<file path="src/rtl/multicycle_control.sv">
// Multicycle control FSM: sequences fetch/decode/execute/memory/write-back for a small RV32 subset,
// with a bounded memory-stall watchdog that drops into a sticky HALT state.
module multicycle_control #(
  parameter int MAX_WAIT = 15
) (
  input  logic        clk_i,
  input  logic        rst_i,
  input  logic        start_i,
  input  logic [31:0] instr_i,
  input  logic        zero_i,
  input  logic        mem_ready_i,
  output logic        pc_write_o,
  output logic        pc_src_o,
  output logic        ir_write_o,
  output logic [2:0]  imm_sel_o,
  output logic        alu_src_b_o,
  output logic [3:0]  alu_op_o,
  output logic        mem_req_o,
  output logic        mem_we_o,
  output logic        iord_o,
  output logic        reg_write_o,
  output logic        wb_sel_o,
  output logic        busy_o,
  output logic        err_o,
  output logic [3:0]  state_o
);
  localparam int CNT_W = (MAX_WAIT < 1) ? 1 : $clog2(MAX_WAIT + 1);
  localparam logic [CNT_W-1:0] WAIT_LIMIT = CNT_W'(MAX_WAIT);

  typedef enum logic [3:0] {
    S_IDLE = 4'd0, S_FETCH = 4'd1, S_DECODE = 4'd2, S_EXEC_R = 4'd3,
    S_EXEC_I = 4'd4, S_MEM_ADDR = 4'd5, S_MEM_RD = 4'd6, S_MEM_WB = 4'd7,
    S_MEM_WR = 4'd8, S_ALU_WB = 4'd9, S_BRANCH = 4'd10, S_HALT = 4'd11
  } state_t;

  localparam logic [3:0] ALU_ADD = 4'd0, ALU_SUB = 4'd1, ALU_AND = 4'd2, ALU_OR  = 4'd3,
                         ALU_XOR = 4'd4, ALU_SLL = 4'd5, ALU_SRA = 4'd6, ALU_MUL = 4'd7;
  localparam logic [6:0] OP_R = 7'b0110011, OP_I = 7'b0010011, OP_LOAD = 7'b0000011,
                         OP_STORE = 7'b0100011, OP_BRANCH = 7'b1100011;

  state_t           state;
  state_t           next_state;
  logic [CNT_W-1:0] wait_cnt;
  logic             err;
  logic             stalled;
  logic [6:0]       opcode;
  logic [6:0]       funct7;
  logic [2:0]       funct3;
  logic             r_ok;
  logic [3:0]       r_op;
  logic             unused_instr;

  assign opcode       = instr_i[6:0];
  assign funct3       = instr_i[14:12];
  assign funct7       = instr_i[31:25];
  assign unused_instr = ^{instr_i[24:15], instr_i[11:7]};

  always_comb begin
    r_ok = 1'b1;
    r_op = ALU_ADD;
    case ({funct7, funct3})
      {7'b0000000, 3'b000}: r_op = ALU_ADD;
      {7'b0100000, 3'b000}: r_op = ALU_SUB;
      {7'b0000000, 3'b111}: r_op = ALU_AND;
      {7'b0000000, 3'b110}: r_op = ALU_OR;
      {7'b0000000, 3'b100}: r_op = ALU_XOR;
      {7'b0000000, 3'b001}: r_op = ALU_SLL;
      {7'b0000001, 3'b000}: r_op = ALU_MUL;
      default:              r_ok = 1'b0;
    endcase
  end

  // Next-state and output decode; instruction end returns to FETCH or IDLE depending on start_i.
  always_comb begin
    next_state  = state;
    stalled     = 1'b0;
    pc_write_o  = 1'b0;
    pc_src_o    = 1'b0;
    ir_write_o  = 1'b0;
    imm_sel_o   = 3'd0;
    alu_src_b_o = 1'b0;
    alu_op_o    = ALU_ADD;
    mem_req_o   = 1'b0;
    mem_we_o    = 1'b0;
    iord_o      = 1'b0;
    reg_write_o = 1'b0;
    wb_sel_o    = 1'b0;
    case (state)
      S_IDLE: if (start_i) next_state = S_FETCH;
      S_FETCH: begin
        mem_req_o = 1'b1;
        if (mem_ready_i) begin
          ir_write_o = 1'b1;
          pc_write_o = 1'b1;
          next_state = S_DECODE;
        end else begin
          stalled = 1'b1;
        end
      end
      S_DECODE: begin
        case (opcode)
          OP_R:              next_state = S_EXEC_R;
          OP_I:              next_state = S_EXEC_I;
          OP_LOAD, OP_STORE: next_state = S_MEM_ADDR;
          OP_BRANCH:         next_state = (funct3 == 3'b000) ? S_BRANCH : S_HALT;
          default:           next_state = S_HALT;
        endcase
      end
      S_EXEC_R: begin
        if (r_ok) begin
          alu_op_o   = r_op;
          next_state = S_ALU_WB;
        end else begin
          next_state = S_HALT;
        end
      end
      S_EXEC_I: begin
        alu_src_b_o = 1'b1;
        if (funct3 == 3'b000) begin
          next_state = S_ALU_WB;
        end else if (funct3 == 3'b101 && funct7 == 7'b0100000) begin
          alu_op_o   = ALU_SRA;
          imm_sel_o  = 3'd3;
          next_state = S_ALU_WB;
        end else begin
          next_state = S_HALT;
        end
      end
      S_ALU_WB: begin
        reg_write_o = 1'b1;
        next_state  = start_i ? S_FETCH : S_IDLE;
      end
      S_MEM_ADDR: begin
        alu_src_b_o = 1'b1;
        imm_sel_o   = (opcode == OP_LOAD) ? 3'd0 : 3'd1;
        next_state  = (opcode == OP_LOAD) ? S_MEM_RD : S_MEM_WR;
      end
      S_MEM_RD: begin
        mem_req_o = 1'b1;
        iord_o    = 1'b1;
        if (mem_ready_i) next_state = S_MEM_WB;
        else             stalled    = 1'b1;
      end
      S_MEM_WB: begin
        reg_write_o = 1'b1;
        wb_sel_o    = 1'b1;
        next_state  = start_i ? S_FETCH : S_IDLE;
      end
      S_MEM_WR: begin
        mem_req_o = 1'b1;
        mem_we_o  = 1'b1;
        iord_o    = 1'b1;
        if (mem_ready_i) next_state = start_i ? S_FETCH : S_IDLE;
        else             stalled    = 1'b1;
      end
      S_BRANCH: begin
        alu_op_o   = ALU_SUB;
        imm_sel_o  = 3'd2;
        pc_write_o = zero_i;
        pc_src_o   = zero_i;
        next_state = start_i ? S_FETCH : S_IDLE;
      end
      S_HALT:  next_state = S_HALT;
      default: next_state = S_IDLE;
    endcase
    // A ready on the limit cycle never reaches here, so completion wins over the watchdog.
    if (stalled && wait_cnt == WAIT_LIMIT) next_state = S_HALT;
  end

  always_ff @(posedge clk_i or negedge rst_i) begin
    if (!rst_i) begin
      state    <= S_IDLE;
      wait_cnt <= '0;
      err      <= 1'b0;
    end else begin
      state <= next_state;
      if (next_state != state) wait_cnt <= '0;
      else if (stalled)        wait_cnt <= wait_cnt + CNT_W'(1);
      if (next_state == S_HALT) err <= 1'b1;
    end
  end

  assign busy_o  = (state != S_IDLE);
  assign err_o   = err;
  assign state_o = state;
endmodule

</file>
<file path="config.mk">
export PLATFORM = sky130hd
export DESIGN_NAME = multicycle_control
export DESIGN_NICKNAME = d
export VERILOG_FILES = /design/src/rtl/multicycle_control.sv
export SDC_FILE = /design/constraint.sdc
export NUM_CORES = 1
export LEC_CHECK = 0
export BUFFER_PORTS_ARGS = -buffer_cell sky130_fd_sc_hd__buf_2
export CAP_MARGIN = 0
export CORE_MARGIN = 1
export CORE_UTILIZATION = 35
export CTS_CLUSTER_DIAMETER = 120
export DETAILED_ROUTE_END_ITERATION = 8
export GPL_ROUTABILITY_DRIVEN = 0
export PLACE_DENSITY = 0.67
export SLEW_MARGIN = 20
export SYNTH_ARGS = -nofsm -noshare
export SYNTH_HDL_FRONTEND = slang
export SYNTH_SLANG_ARGS = --single-unit
</file>
<file path="constraint.sdc">
create_clock -name clk_i -period 4.6 [get_ports clk_i]
set_input_delay 0.46 -clock clk_i [delete_from_list [all_inputs] [get_ports clk_i]]
set_output_delay 0.46 -clock clk_i [all_outputs]
set_load 0.005 [all_outputs]
</file>
# == Yosys cells after proc, flatten, opt, wreduce, memory -nomap -nowiden ==
# Cells that the tools add are included.
# totals
input_bits,37
ff_bits,9
elab_cells,82
out_inout_bits,22
# classes
mux,37
n_reduce_logical,14
n_eq_ne,27
n_addsub,1
# op_table
cell,count
4-bit case mux with 10 select lines,1
4-bit two-way mux,9
"10-bit by 3-bit == test with 1-bit output, second input constant",3
"4-bit == test, second input constant",6
"7-bit by 6-bit == test with 1-bit output, second input constant",3
3-bit case mux with 6 select lines,1
"4-bit by 3-bit == test with 1-bit output, second input constant",4
4-bit case mux with 4 select lines,1
1-bit two-way mux,15
4-bit case mux with 3 select lines,1
"10-bit by 1-bit == test with 1-bit output, second input constant",1
"10-bit by 4-bit == test with 1-bit output, second input constant",1
"10-bit by 9-bit == test with 1-bit output, second input constant",1
10-bit zero test,1
2-bit two-way mux,5
"4-bit by 2-bit == test with 1-bit output, second input constant",2
2-bit OR reduction,4
"7-bit by 2-bit == test with 1-bit output, second input constant",1
"7-bit by 5-bit == test with 1-bit output, second input constant",1
"7-bit == test, second input constant",1
7-bit OR reduction,1
3-bit two-way mux,2
2-bit case mux with 3 select lines,1
3-bit OR reduction,2
10 further kinds,11

# == Logic depth before layout (Yosys ltp) ==
# Gate-level depths: netlist of the first run.
# depth
ltp_word,8
mapped_depth,7
mapped_depth_nobuf,6

# == Least setup slack after synthesis of the first run ==
# Ideal clock, no wire load.
# synth_timing
path_kind,input -> output
from,input port instr_i[27]
to,output port alu_op_o[2]
arrival_time_ns,1.909
setup_slack_ns,2.231
t_required_ns,4.140
path_stages,3
path_buffers,0
path_cell_list,or4_4 > or4_2 > o31ai_1
# synth_via
elab_chain_len,5
elab_cells_between_ends,16
cone_classes,7 x eq/ne; 6 x mux; 3 x reduce/logical
# synth_lines
item,line_no,text
start: declaration,9,"input logic [31:0] instr_i,"
10-bit by 4-bit == test with 1-bit output (tied with other cells),61,"case ({funct7, funct3})"
7-bit OR reduction (no line) or 1-bit logical AND (tied branches),--,
1-bit two-way mux or 3-bit two-way mux (tied branches),"61, 121",
4-bit two-way mux or 3-bit two-way mux (tied branches),"110, 119",
4-bit case mux with 3 select lines *,88,case (state)
end: declaration,17,"output logic [3:0] alu_op_o,"
# Every way passes the cells marked *; elsewhere a longest branch is shown, timed or not.

# == Worst setup path after layout of the first run ==
# layout_timing
from,register state[3] (netlist: state_o[3])
to,output port alu_op_o[2]
# layout_via
elab_chain_len,2
elab_cells_between_ends,4
cone_classes,3 x eq/ne; 1 x mux
# layout_lines
item,line_no,text
start: declaration,41,state_t state;
start signal: assignment,176,state <= next_state;
4-bit == test (tied with other cells),88,
4-bit case mux with 3 select lines *,88,
# Marked as above.

==> reports/results.md, run 1 <==
• routed via count: 1289
• unrepaired setup endpoints after global routing: no
• worst slew pin tran: 592.2 ps
• overall die height: 60.31 um
• Hold Buf Count CTS: 0
• Reg2Reg Capture Point: err_o
• Critical Path AT: 2200 ps
• clk sink count: 9
• Synth async-reset ratio: 100.0%
• final cycle utilization of the critical path: 57.84%
• Detailed Route Iter0 Violations: 68
• number of synthesized flops with an enable pin: 0
• final cell count without fillers: 231
• cell area reported after detailed placement: 1379 um^2
• distinct cell type count after synthesis: 58
• count of buffers inserted at the top-level ports: 41
• Mean Syn Cell Area: 7.677 um^2
• via count of the first global-routing pass: 1068
• flip-flop and latch count after synthesis: 9
• Post-synth top flop: sky130_fd_sc_hd__dfrtp_1
• data required time of the critical path: 4140 ps
• effective utilization at floorplan: 38.04%
• layout cell share with drive strength beyond 1: 31.55%
• sequential cell fraction of total power: 28.2%
• status: finished, final reports clean
• Worst Reg2Reg Path Length in Cells: 5
• CP max FO: 18
• most instantiated library cell after synthesis: sky130_fd_sc_hd__nor2_1
• critical path launch point type: register
• Sequential Area: 225.2 um^2
• worst min path class: in2async
• final non-filler cell area: 1405 um^2
• die width: 60.31 um
• post-CTS setup buffers: 0
• detail-routed net length per standard cell: 13.05 um
• max-capacitance violation count: 0
• TritonRoute pass-1 iters: 4
• HPWL Detailed: 2305 um
• final wirelength: 3014 um
• net load switching power: 0.0002790 W
• setup violation total in the final timing report: 0
• Final #Nets: 226
• CP endpoint kind: primary output
• total track usage: 17.84%
• Achievable Freq: 0.3759 GHz
• overall overflow remaining after global route: 0
• TritonCTS clock tree: yes
• library cell used as clock root buffer: sky130_fd_sc_hd__clkbuf_4
• total power after layout: 0.0005681 W
• clock period minus final worst setup slack: 2661 ps
• number of cells produced by synthesis: 155
• count of filler cells inserted in the layout: 356
• count of placed standard cells including taps: 227
• Sw Share: 49.12%
• clock insertion delay at the later pin of the skew report: 270 ps
• dominant cell type by area after synthesis: sky130_fd_sc_hd__dfrtp_1
• register area share after synthesis: 18.93%
• power density over the cells: 404.3 nW/um^2
• Layout Skew: 4.759 ps
• critical setup path kind: reg2out
• CTS buffer count: 3
• antenna cell count: 0
• Syn. warnings: 0
• worst setup slack before clock tree synthesis: 1999 ps
• Synth top area share: 18.93%
• post-route worst setup slack: 1939 ps
• power share of the combinational group: 61.0%
• pin count of the biggest net entering global routing: 22
• top cell types by occurrence after synthesis: 13 x sky130_fd_sc_hd__nor2_1, 12 x sky130_fd_sc_hd__nand2_1, 9 x sky130_fd_sc_hd__dfrtp_1
• Post-CTS Resized: 0
• standby leakage power: 0.6128 nW
• clock tree buffer depth: 2
• Max Transition Viols Final: 0
• Final TNS setup: 0 ps
• combined area of the multi-input logic cells: 859.6 um^2
• part of the total power dissipated in the clock network: 10.8%
• synthesized cell area: 1190 um^2
• leading post-synthesis cells by cell area: sky130_fd_sc_hd__dfrtp_1 19%, sky130_fd_sc_hd__nor2_1 4.1%, sky130_fd_sc_hd__a211oi_1 3.8%
• synth-to-layout area growth: 18.09%
• Die ar.: 3637 um^2
• internal power consumption: 0.0002891 W
• number of vias per cell: 5.580
• number of levels in the clock H-tree: 1
• antenna-violating nets left: 0
• number of placement rows: 20
• Critical R2R Launch: state_o[1]
• ports placed on the boundary: 59
• CTS clock-pin slew for the worst setup and hold paths: 60 ps
• DRC: 0
• minimum setup slack among reg-to-reg paths: 2170 ps
• final hold viol count: 0
• placeable core area: 3128 um^2
• worst voltage drop across the vdd grid: 0.1543 mV
• first-pass GRT wire length: 4919 um
• number of antenna violations at the first check in global routing: 0
• max-slew headroom at the worst pin: 60.52%
-- power groups by stage --
stage          clock (W)  sequential (W)  combinational (W)
2_1_floorplan          0        0.000112           0.000303
3_3_place_gp           0        0.000161           0.000343
3_5_place_dp           0        0.000161           0.000344
4_1_cts        0.0000634        0.000160           0.000347
5_1_grt        0.0000678        0.000167           0.000389
6_report       0.0000615        0.000160           0.000346
-- state kept, by name, indices dropped and copies added, names as in the netlist --
name / cells
state_o: 4
wait_cnt: 4
err_o: 1
-- worst max path at each step --
stage          cells after the start          end  slack (ps)         from
2_1_floorplan                      3  alu_op_o[2]        2230  instr_i[27]
4_1_cts                            5  alu_op_o[2]        1930   state_o[3]
3_3_place_gp                       5  alu_op_o[2]        1980  instr_i[27]
5_1_grt                            5  alu_op_o[2]        1720   state_o[3]
6_report                           5  alu_op_o[2]        1940   state_o[3]
3_5_place_dp                       5  alu_op_o[2]        2000  instr_i[27]
-- cell usage in the layout (no fill, tap or decap), types with 4 or more instances in the layout --
master                     Yosys  routed
sky130_fd_sc_hd__nor2_1       13      13
sky130_fd_sc_hd__buf_2         5      41
sky130_fd_sc_hd__nand3_1       6       6
sky130_fd_sc_hd__dfrtp_1       9       9
sky130_fd_sc_hd__a211oi_1      6       6
sky130_fd_sc_hd__nand2b_1      6       6
sky130_fd_sc_hd__inv_1         7       7
sky130_fd_sc_hd__a21oi_1       7       7
sky130_fd_sc_hd__a31oi_1       5       5
sky130_fd_sc_hd__o21ai_0       7       7
sky130_fd_sc_hd__or3_1         4       4
sky130_fd_sc_hd__nand2_1      12      12
-- metal layers --
layer	GRT usage [%]	up-vias	routed length [um]
met5	0	-	0
met4	6.645	0	36
met3	3.030	4	174
met2	28.73	45	1412
met1	23.78	594	1390
li1	-	646	-
-- per-stage QoR --
stage               utilization [%]  hold WS (ps)
CTS                           44.92         30.65
global route                  44.92         29.96
detailed placement            44.08         318.8
floorplan                         -         164.4
finish                        44.92         30.72
global placement              44.08         315.2
-- kinds of logic (layout without fill, tap and decap cells) --
group / count (synthesis) / count (layout) / synth area share (%)
buf+inv: 22 / 53 / 9.147
mux: 4 / 4 / 4.626
compound gates: 44 / 44 / 26.18
other cells: 1 / 2 / 0.3152
fa+ha+maj: 2 / 2 / 1.893
simple gates: 68 / 68 / 35.23
xor+xnor: 5 / 5 / 3.681
flops: 9 / 9 / 18.93
-- critical path, cell delays in order (launching register included) --
cell	delay, ps
sky130_fd_sc_hd__dfrtp_1	550
sky130_fd_sc_hd__nor2_1	280
sky130_fd_sc_hd__nand3_1	130
sky130_fd_sc_hd__or4_2	590
sky130_fd_sc_hd__o31ai_1	240
sky130_fd_sc_hd__buf_2	150
-- cell type report --
type	count	area share, %
Sequential cell	9	16.03
Multi-Input combinational cell	125	61.18
Timing Repair Buffer	42	15.14
Inverter	7	1.870
Tap cell	44	3.918
Clock buffer	4	1.870
Note: power is estimated with default switching activity, not from simulation.
==> run 2: changes to the inputs <==
- ABC_AREA: default -> 1
- PLACE_DENSITY: 0.67 -> 0.71
- clock period: 4.6 -> 2.35 ns (I/O delays scaled with it)
==> run 2 against run 1 <==
The flow now finishes with violations (DRC). Flip-flop and latch count stayed put. Clock power increased by 82%. Clock skew decreased by 1.3 ps. Sequential share of layout area increased by 0.49 points. Area after synthesis down 8.0%. Largest power group unchanged. Highest routed layer unchanged.
==> reports/results.md, run 2 <==
• number of cells produced by synthesis: 204, was 155
• pin count of the biggest net entering global routing: 10, was 22
• Max Transition Viols Final: 0, unchanged
• Sequential Area: 225.2 um^2, unchanged
• Critical Path AT: 1600 ps, was 2200 ps
• worst voltage drop across the vdd grid: 0.5487 mV, was 0.1543 mV
• family with the most delay on the worst path: simple AND/OR/NAND/NOR gates, unchanged
• clk sink count: 9, unchanged
• synthesized cell area: 1095 um^2, was 1190 um^2
• worst min path class: in2async, unchanged
• met2 track demand over resource: 27.26%, was 28.73%
• top library cells by usage in the layout, fill and taps aside: 66 x sky130_fd_sc_hd__nand2_1, 41 x sky130_fd_sc_hd__buf_2, 36 x sky130_fd_sc_hd__inv_1, 36 x sky130_fd_sc_hd__nor2_1, 23 x sky130_fd_sc_hd__nand3_1, was 41 x sky130_fd_sc_hd__buf_2, 13 x sky130_fd_sc_hd__nor2_1, 12 x sky130_fd_sc_hd__nand2_1
• most instantiated library cell after synthesis: sky130_fd_sc_hd__nand2_1, was sky130_fd_sc_hd__nor2_1
• count of buffers inserted at the top-level ports: 41, unchanged
• cell area reported after detailed placement: 1328 um^2, was 1379 um^2
• antenna cell count: 0, unchanged
• DRC: 4, was 0
• synth-to-layout area growth: 24.57%, was 18.09%
• combined area of the multi-input logic cells: 715.7 um^2, was 859.6 um^2
• CTS clock-pin slew for the worst setup and hold paths: 60 ps, about the same
• most common cell after layout, fill and taps aside: sky130_fd_sc_hd__nand2_1, was sky130_fd_sc_hd__buf_2
• number of placement rows: 19, was 20
• net load switching power: 0.0005012 W, was 0.0002790 W
• Layout Skew: 3.469 ps, was 4.759 ps
• delay of the slowest cell on the worst path: 420 ps, was 590 ps
• final hold viol count: 0, unchanged
• number of synthesized flops with an enable pin: 0, unchanged
• clock insertion delay at the later pin of the skew report: 250 ps, was 270 ps
• Post-synth top flop: sky130_fd_sc_hd__dfrtp_1, unchanged
• Synth async-reset ratio: 100.0%, unchanged
• top cell types by occurrence after synthesis: 66 x sky130_fd_sc_hd__nand2_1, 36 x sky130_fd_sc_hd__inv_1, 36 x sky130_fd_sc_hd__nor2_1, was 13 x sky130_fd_sc_hd__nor2_1, 12 x sky130_fd_sc_hd__nand2_1, 9 x sky130_fd_sc_hd__dfrtp_1
• dominant cell type by area after synthesis: sky130_fd_sc_hd__nand2_1, was sky130_fd_sc_hd__dfrtp_1
• critical setup path kind: reg2out, unchanged
• detail-routed net length per standard cell: 9.443 um, was 13.05 um
• critical path launch point type: register, unchanged
• number of antenna violations at the first check in global routing: 0, unchanged
• final cycle utilization of the critical path: 77.88%
• number of buffers and inverters on the critical path: 3, was 1
• unrepaired setup endpoints after global routing: no, unchanged
• Final TNS setup: 0 ps, unchanged
• antenna-violating nets left: 0, unchanged
• Synth top area share: 22.63%, was 18.93%
• Worst Reg2Reg Path Length in Cells: 11, was 5
• critical-path cell list: inv_1, nor2_2, inv_1, nor2_1, nand2_1, nand2_1, buf_2, was nor2_1, nand3_1, or4_2, o31ai_1, buf_2
• number of vias per cell: 4.732, was 5.580
• flip-flop and latch count after synthesis: 9, unchanged
• Critical R2R Launch: state_o[1], unchanged
• TritonCTS clock tree: yes, unchanged
• failing checks: DRC
• status: finished, violations left, was finished, final reports clean
• data required time of the critical path: 2120 ps, was 4140 ps
• Detailed Route Iter0 Violations: 84, was 68
• sequential cell fraction of total power: 24.2%, was 28.2%
• standby leakage power: 0.9179 nW, was 0.6128 nW
• count of filler cells inserted in the layout: 322, was 356
• max-capacitance violation count: 0, unchanged
• minimum setup slack among reg-to-reg paths: 570 ps, was 2170 ps
• number of levels in the clock H-tree: 1, unchanged
• final wirelength: 2644 um, was 3014 um
• via count of the first global-routing pass: 1160, was 1068
• grt met3 use: 1.116%, was 3.030%
• leading post-synthesis cells by cell area: sky130_fd_sc_hd__nand2_1 23%, sky130_fd_sc_hd__dfrtp_1 21%, sky130_fd_sc_hd__inv_1 12%, was sky130_fd_sc_hd__dfrtp_1 19%, sky130_fd_sc_hd__nor2_1 4.1%, sky130_fd_sc_hd__a211oi_1 3.8%
• clock period minus final worst setup slack: 1830 ps
• TritonRoute pass-1 iters: 8, was 4
• layout cell share with drive strength beyond 1: 21.29%, was 31.55%
• register area share after synthesis: 20.57%, was 18.93%
• met1 Use GR: 23.89%, was 23.78%
• routed via count: 1325, was 1289
• Post-Route Utilization: 47.81%, was 44.92%
• CTS buffer count: 3, unchanged
• ports placed on the boundary: 59, unchanged
• Sw Share: 51.04%, was 49.12%
• internal power consumption: 0.0004808 W, was 0.0002891 W
• effective utilization at floorplan: 38.38%, was 38.04%
• Final #Nets: 288, was 226
• Achievable Freq: 0.5464 GHz
• total track usage: 17.01%, was 17.84%
• Mean Syn Cell Area: 5.367 um^2, was 7.677 um^2
• library cell used as clock root buffer: sky130_fd_sc_hd__clkbuf_4, unchanged
• placeable core area: 2853 um^2, was 3128 um^2
• CP endpoint kind: primary output, unchanged
• CP max FO: 6, was 18
• cell with the biggest individual delay on the critical path: sky130_fd_sc_hd__dfrtp_1, was sky130_fd_sc_hd__or4_2
• power density over the cells: 720.1 nW/um^2, was 404.3 nW/um^2
• clock tree buffer depth: 2, unchanged
• HPWL Detailed: 2223 um, was 2305 um
• die width: 57.93 um, was 60.31 um
• first-pass GRT wire length: 4616 um, was 4919 um
• Reg2Reg Capture Point: wait_cnt[3], was err_o
• final non-filler cell area: 1364 um^2, was 1405 um^2
• setup violation total in the final timing report: 0, unchanged
• Syn. warnings: 0, unchanged
• power share of the combinational group: 64.4%, was 61.0%
• part of the total power dissipated in the clock network: 11.4%, was 10.8%
• overall die height: 57.93 um, was 60.31 um
• Die ar.: 3356 um^2, was 3637 um^2
• most crowded layer after global routing: met2, unchanged
• overall overflow remaining after global route: 0, unchanged
• distinct cell type count after synthesis: 20, was 58
## run 2: cell count changes after synthesis, moves of 5 or more
| cell | previous run | this run |
|---|---|---|
| sky130_fd_sc_hd__a21oi_1 | 7 | 0 |
| sky130_fd_sc_hd__buf_2 | 5 | 0 |
| sky130_fd_sc_hd__a31oi_1 | 5 | 0 |
| sky130_fd_sc_hd__nand2_1 | 12 | 66 |
| sky130_fd_sc_hd__nand3_1 | 6 | 23 |
| sky130_fd_sc_hd__a211oi_1 | 6 | 0 |
| sky130_fd_sc_hd__nor2_1 | 13 | 36 |
| sky130_fd_sc_hd__nand2b_1 | 6 | 0 |
| sky130_fd_sc_hd__inv_1 | 7 | 36 |
## run 2: cell families (layout without fill, tap and decap cells)
logic type      count (synthesis)  in the layout  share of synthesized area, %
fa+ha+maj                       1              1                         1.143
xor+xnor                        3              3                         2.400
other cells                     1              2                        0.3425
flops                           9              9                         20.57
compound gates                  8              8                         4.228
simple gates                  142            142                         56.91
buf+inv                        40             84                         14.40
## run 2: stage by stage
stage          power (W)  hold slack [ps]  worst slack [ps]  cells
2_1_floorplan  0.0006715           -60.59             837.9    205
3_3_place_gp   0.0008649            91.82             579.3    275
3_5_place_dp   0.0008690            94.00             589.2    275
4_1_cts        0.0009878            350.0             518.9    280
5_1_grt         0.001084            360.8             322.5    280
6_report       0.0009820            356.7             519.7    280
## run 2: worst max-delay path by stage
stage          startpoint  cells past startpoint  slack (ps)      endpoint
2_1_floorplan  state_o[3]                     11         840   wait_cnt[0]
3_3_place_gp   state_o[3]                     11         580   wait_cnt[2]
3_5_place_dp   state_o[3]                     11         590   wait_cnt[1]
4_1_cts        state_o[2]                      7         520  imm_sel_o[0]
5_1_grt        state_o[2]                     12         320   wait_cnt[3]
6_report       state_o[2]                      7         520  imm_sel_o[0]
## run 2: repair_timing
action | CTS | global route
setup buffers | 0 | 0
hold buffers | 1 | 0
gates resized for setup | 0 | 0
hold endpoints to repair | 9 | 0
endpoints found under the setup margin | 0 | 0
## run 2: power groups by stage
| stage | sequential [W] | combinational [W] | clock (W) |
|---|---|---|---|
| 2_1_floorplan | 0.000231 | 0.000440 | 0 |
| 3_3_place_gp | 0.000239 | 0.000626 | 0 |
| 3_5_place_dp | 0.000238 | 0.000631 | 0 |
| 4_1_cts | 0.000236 | 0.000635 | 0.000118 |
| 5_1_grt | 0.000245 | 0.000716 | 0.000124 |
| 6_report | 0.000237 | 0.000633 | 0.000112 |
## run 2: layout make-up
class,instances,area share [%]
sequential,9,16.51
inverter,38,10.46
clock buffer,4,1.927
tap,31,2.844
timing repair buffer,42,15.78
multi-input combinational,156,52.48
## run 2: metal layers
layer | share of wire (%) | vias to the layer above
met3 | 5.7 | 4
met5 | 0 | -
met4 | 1.2 | 0
met2 | 43 | 37
met1 | 50 | 568
li1 | - | 716
## run 2: worst reg2reg max path, stage by stage, from the launching register on
cell,delay [ps]
sky130_fd_sc_hd__dfrtp_1,470
sky130_fd_sc_hd__inv_1,90
sky130_fd_sc_hd__nor2_1,220
sky130_fd_sc_hd__nand2_1,180
sky130_fd_sc_hd__nand3_2,140
sky130_fd_sc_hd__nand3_4,110
sky130_fd_sc_hd__nand3_1,170
sky130_fd_sc_hd__nand2_1,60
sky130_fd_sc_hd__nand2_1,70
sky130_fd_sc_hd__nor2_2,40
sky130_fd_sc_hd__nand3_2,80
sky130_fd_sc_hd__nor2_1,50
==> run 3: changes to the inputs <==
- PLACE_DENSITY: 0.71 -> 0.68
- clock period: 2.35 -> 1.7 ns (I/O delays scaled with it)
==> run 3 against run 2 <==
Non-clock buffer count is 25 higher. The flow still finishes with violations (DRC). Critical path type is now reg2reg. Via count is 11% higher. Setup slack lost 510 ps. Largest cell class unchanged.
==> reports/results.md, run 3 (synthesis gave the netlist of run 2 again) <==
• Final #Nets: 313, was 288
• clock insertion delay at the later pin of the skew report: 270 ps, was 250 ps
• library cell used as clock root buffer: sky130_fd_sc_hd__clkbuf_4, unchanged
• Detailed Route Iter0 Violations: 82, was 84
• final non-filler cell area: 1718 um^2, was 1364 um^2
• number of antenna violations at the first check in global routing: 0, unchanged
• max-capacitance violation count: 0, unchanged
• layout cell share with drive strength beyond 1: 41.97%, was 21.29%
• final cycle utilization of the critical path: 99.57%
• overall overflow remaining after global route: 0, unchanged
• Stages on worst setup path: 10, was 7
• status: finished, violations left, unchanged
• TritonCTS clock tree: yes, unchanged
• HPWL Detailed: 2312 um, was 2223 um
• placeable core area: 2853 um^2, unchanged
• overall die height: 57.93 um, unchanged
• critical path launch point type: register, unchanged
• TritonRoute pass-1 iters: 6, was 8
• clk sink count: 9, unchanged
• cell area reported after detailed placement: 1455 um^2, was 1328 um^2
• Layout Skew: 2.503 ps, was 3.469 ps
• power density over the cells: 1161 nW/um^2, was 720.1 nW/um^2
• clock tree buffer depth: 2, unchanged
• Reg2Reg Capture Point: wait_cnt[2], was wait_cnt[3]
• antenna cell count: 0, unchanged
• Die ar.: 3356 um^2, unchanged
• total track usage: 17.36%, was 17.01%
• Critical Path AT: 1890 ps, was 1600 ps
• delay of the slowest cell on the worst path: 460 ps, was 420 ps
• pin count of the biggest net entering global routing: 10, unchanged
• routed via count: 1469, was 1325
• standby leakage power: 1.095 nW, was 0.9179 nW
• CTS clock-pin slew for the worst setup and hold paths: 70 ps, was 60 ps
• Worst Reg2Reg Path Length in Cells: 10, was 11
• setup violation total in the final timing report: 0, unchanged
• critical-path cell list: nor2_2, buf_4, nand2_2, nand3_4, nand3_4, nand3_1, nand2_1, nor2_2, nand3_4, nor2_1, was inv_1, nor2_2, inv_1, nor2_1, nand2_1, nand2_1, buf_2
• library cell appearing most often on the critical path: sky130_fd_sc_hd__nand3_4
• CP endpoint kind: register, was primary output
• tightest hold margin: 273.7 ps, was 356.7 ps
• number of vias per cell: 4.816, was 4.732
• worst voltage drop across the vdd grid: 0.7646 mV, was 0.5487 mV
• via count of the first global-routing pass: 1200, was 1160
• Critical R2R Launch: state_o[2], was state_o[1]
• number of levels in the clock H-tree: 1, unchanged
• cell with the biggest individual delay on the critical path: sky130_fd_sc_hd__dfrtp_2, was sky130_fd_sc_hd__dfrtp_1
• final hold viol count: 0, unchanged
• failing checks: DRC, unchanged
• final wirelength: 3175 um, was 2644 um
• ports placed on the boundary: 59, unchanged
• DRC: 4, unchanged
• clock period minus final worst setup slack: 1693 ps
• unrepaired setup endpoints after global routing: yes, was no
• Achievable Freq: 0.5908 GHz
• effective utilization at floorplan: 38.38%, unchanged
• die width: 57.93 um, unchanged
• CTS buffer count: 3, unchanged
• minimum setup slack among reg-to-reg paths: 7 ps, was 570 ps
• first-pass GRT wire length: 4664 um, was 4616 um
• family with the most delay on the worst path: simple AND/OR/NAND/NOR gates, unchanged
• detail-routed net length per standard cell: 10.41 um, was 9.443 um
• CP Launch Point: state_o[2], unchanged
• number of buffers and inverters on the critical path: 1, was 3
• total power after layout: 0.001994 W, was 0.0009820 W
• worst min path class: in2async, unchanged
• critical setup path kind: reg2reg, was reg2out
• top library cells by usage in the layout, fill and taps aside: 54 x sky130_fd_sc_hd__nand2_1, 41 x sky130_fd_sc_hd__buf_2, 31 x sky130_fd_sc_hd__inv_1, was 66 x sky130_fd_sc_hd__nand2_1, 41 x sky130_fd_sc_hd__buf_2, 36 x sky130_fd_sc_hd__inv_1, 36 x sky130_fd_sc_hd__nor2_1, 23 x sky130_fd_sc_hd__nand3_1
• antenna-violating nets left: 0, unchanged
• number of placement rows: 19, unchanged
• most common cell after layout, fill and taps aside: sky130_fd_sc_hd__nand2_1, unchanged
• CP max FO: 6, unchanged
• count of buffers inserted at the top-level ports: 41, unchanged
• Post-Route Utilization: 60.22%, was 47.81%
• crit path to: wait_cnt[2], was imm_sel_o[0]
• synth-to-layout area growth: 56.91%, was 24.57%
• Max Transition Viols Final: 0, unchanged
• data required time of the critical path: 1900 ps, was 2120 ps
• Final TNS setup: 0 ps, unchanged
[run 3: report_power, final]
group / switching, W / leakage, nW / total, W / internal, W
clock network: 0.0000847 / 0.0177 / 0.000172 / 0.0000871
logic: 0.000798 / 0.967 / 0.00145 / 0.000655
registers: 0.000105 / 0.110 / 0.000369 / 0.000264
[run 3: worst reg2reg max path, cell delays in order (launching register included)]
cell and delay, ps:
sky130_fd_sc_hd__dfrtp_2 460, sky130_fd_sc_hd__nor2_2 150, sky130_fd_sc_hd__buf_4 160, sky130_fd_sc_hd__nand2_2 80, sky130_fd_sc_hd__nand3_4 110, sky130_fd_sc_hd__nand3_4 100
sky130_fd_sc_hd__nand3_1 110, sky130_fd_sc_hd__nand2_1 60, sky130_fd_sc_hd__nor2_2 160, sky130_fd_sc_hd__nand3_4 110, sky130_fd_sc_hd__nor2_1 120
[run 3: worst min path at each step]
stage,cells after the start,start,to
after detailed placement,1,rst_i,wait_cnt[1]
after global routing,2,rst_i,err_o
final,2,rst_i,err_o
after global placement,1,rst_i,wait_cnt[1]
after CTS,2,rst_i,err_o
after floorplan,0,rst_i,err_o
[run 3: per-layer routing]
layer	routed length, um	track usage [%]
met5	0	0
met4	99	7.483
met3	134	0.6696
met2	1539	30.54
met1	1400	22.13
[run 3: area by class of cell]
cell class	count	area, um^2
fillers	267	1135
clock buffers	3	22.52
flip-flops and latches	9	230.2
multi-input cells	156	862.1
well taps	31	38.79
clock inverters	1	5.005
inverters	38	145.1
repair buffers	67	414.1
[run 3: repair_timing]
action | in CTS | in global routing
resized for setup | 9 | 42
pin swaps | 0 | 12
setup endpoints to repair | 9 | 12
setup buffers | 0 | 8
endpoints found under the hold margin | 9 | 0
cloned | 0 | 0
hold buffers | 1 | 0
[run 3: metrics by stage]
stage,cells,setup slack [ps]
finish,305,7.390
global route,305,-98.04
CTS,297,15.90
detailed placement,292,5.020
global placement,292,0.5347
floorplan,205,187.9
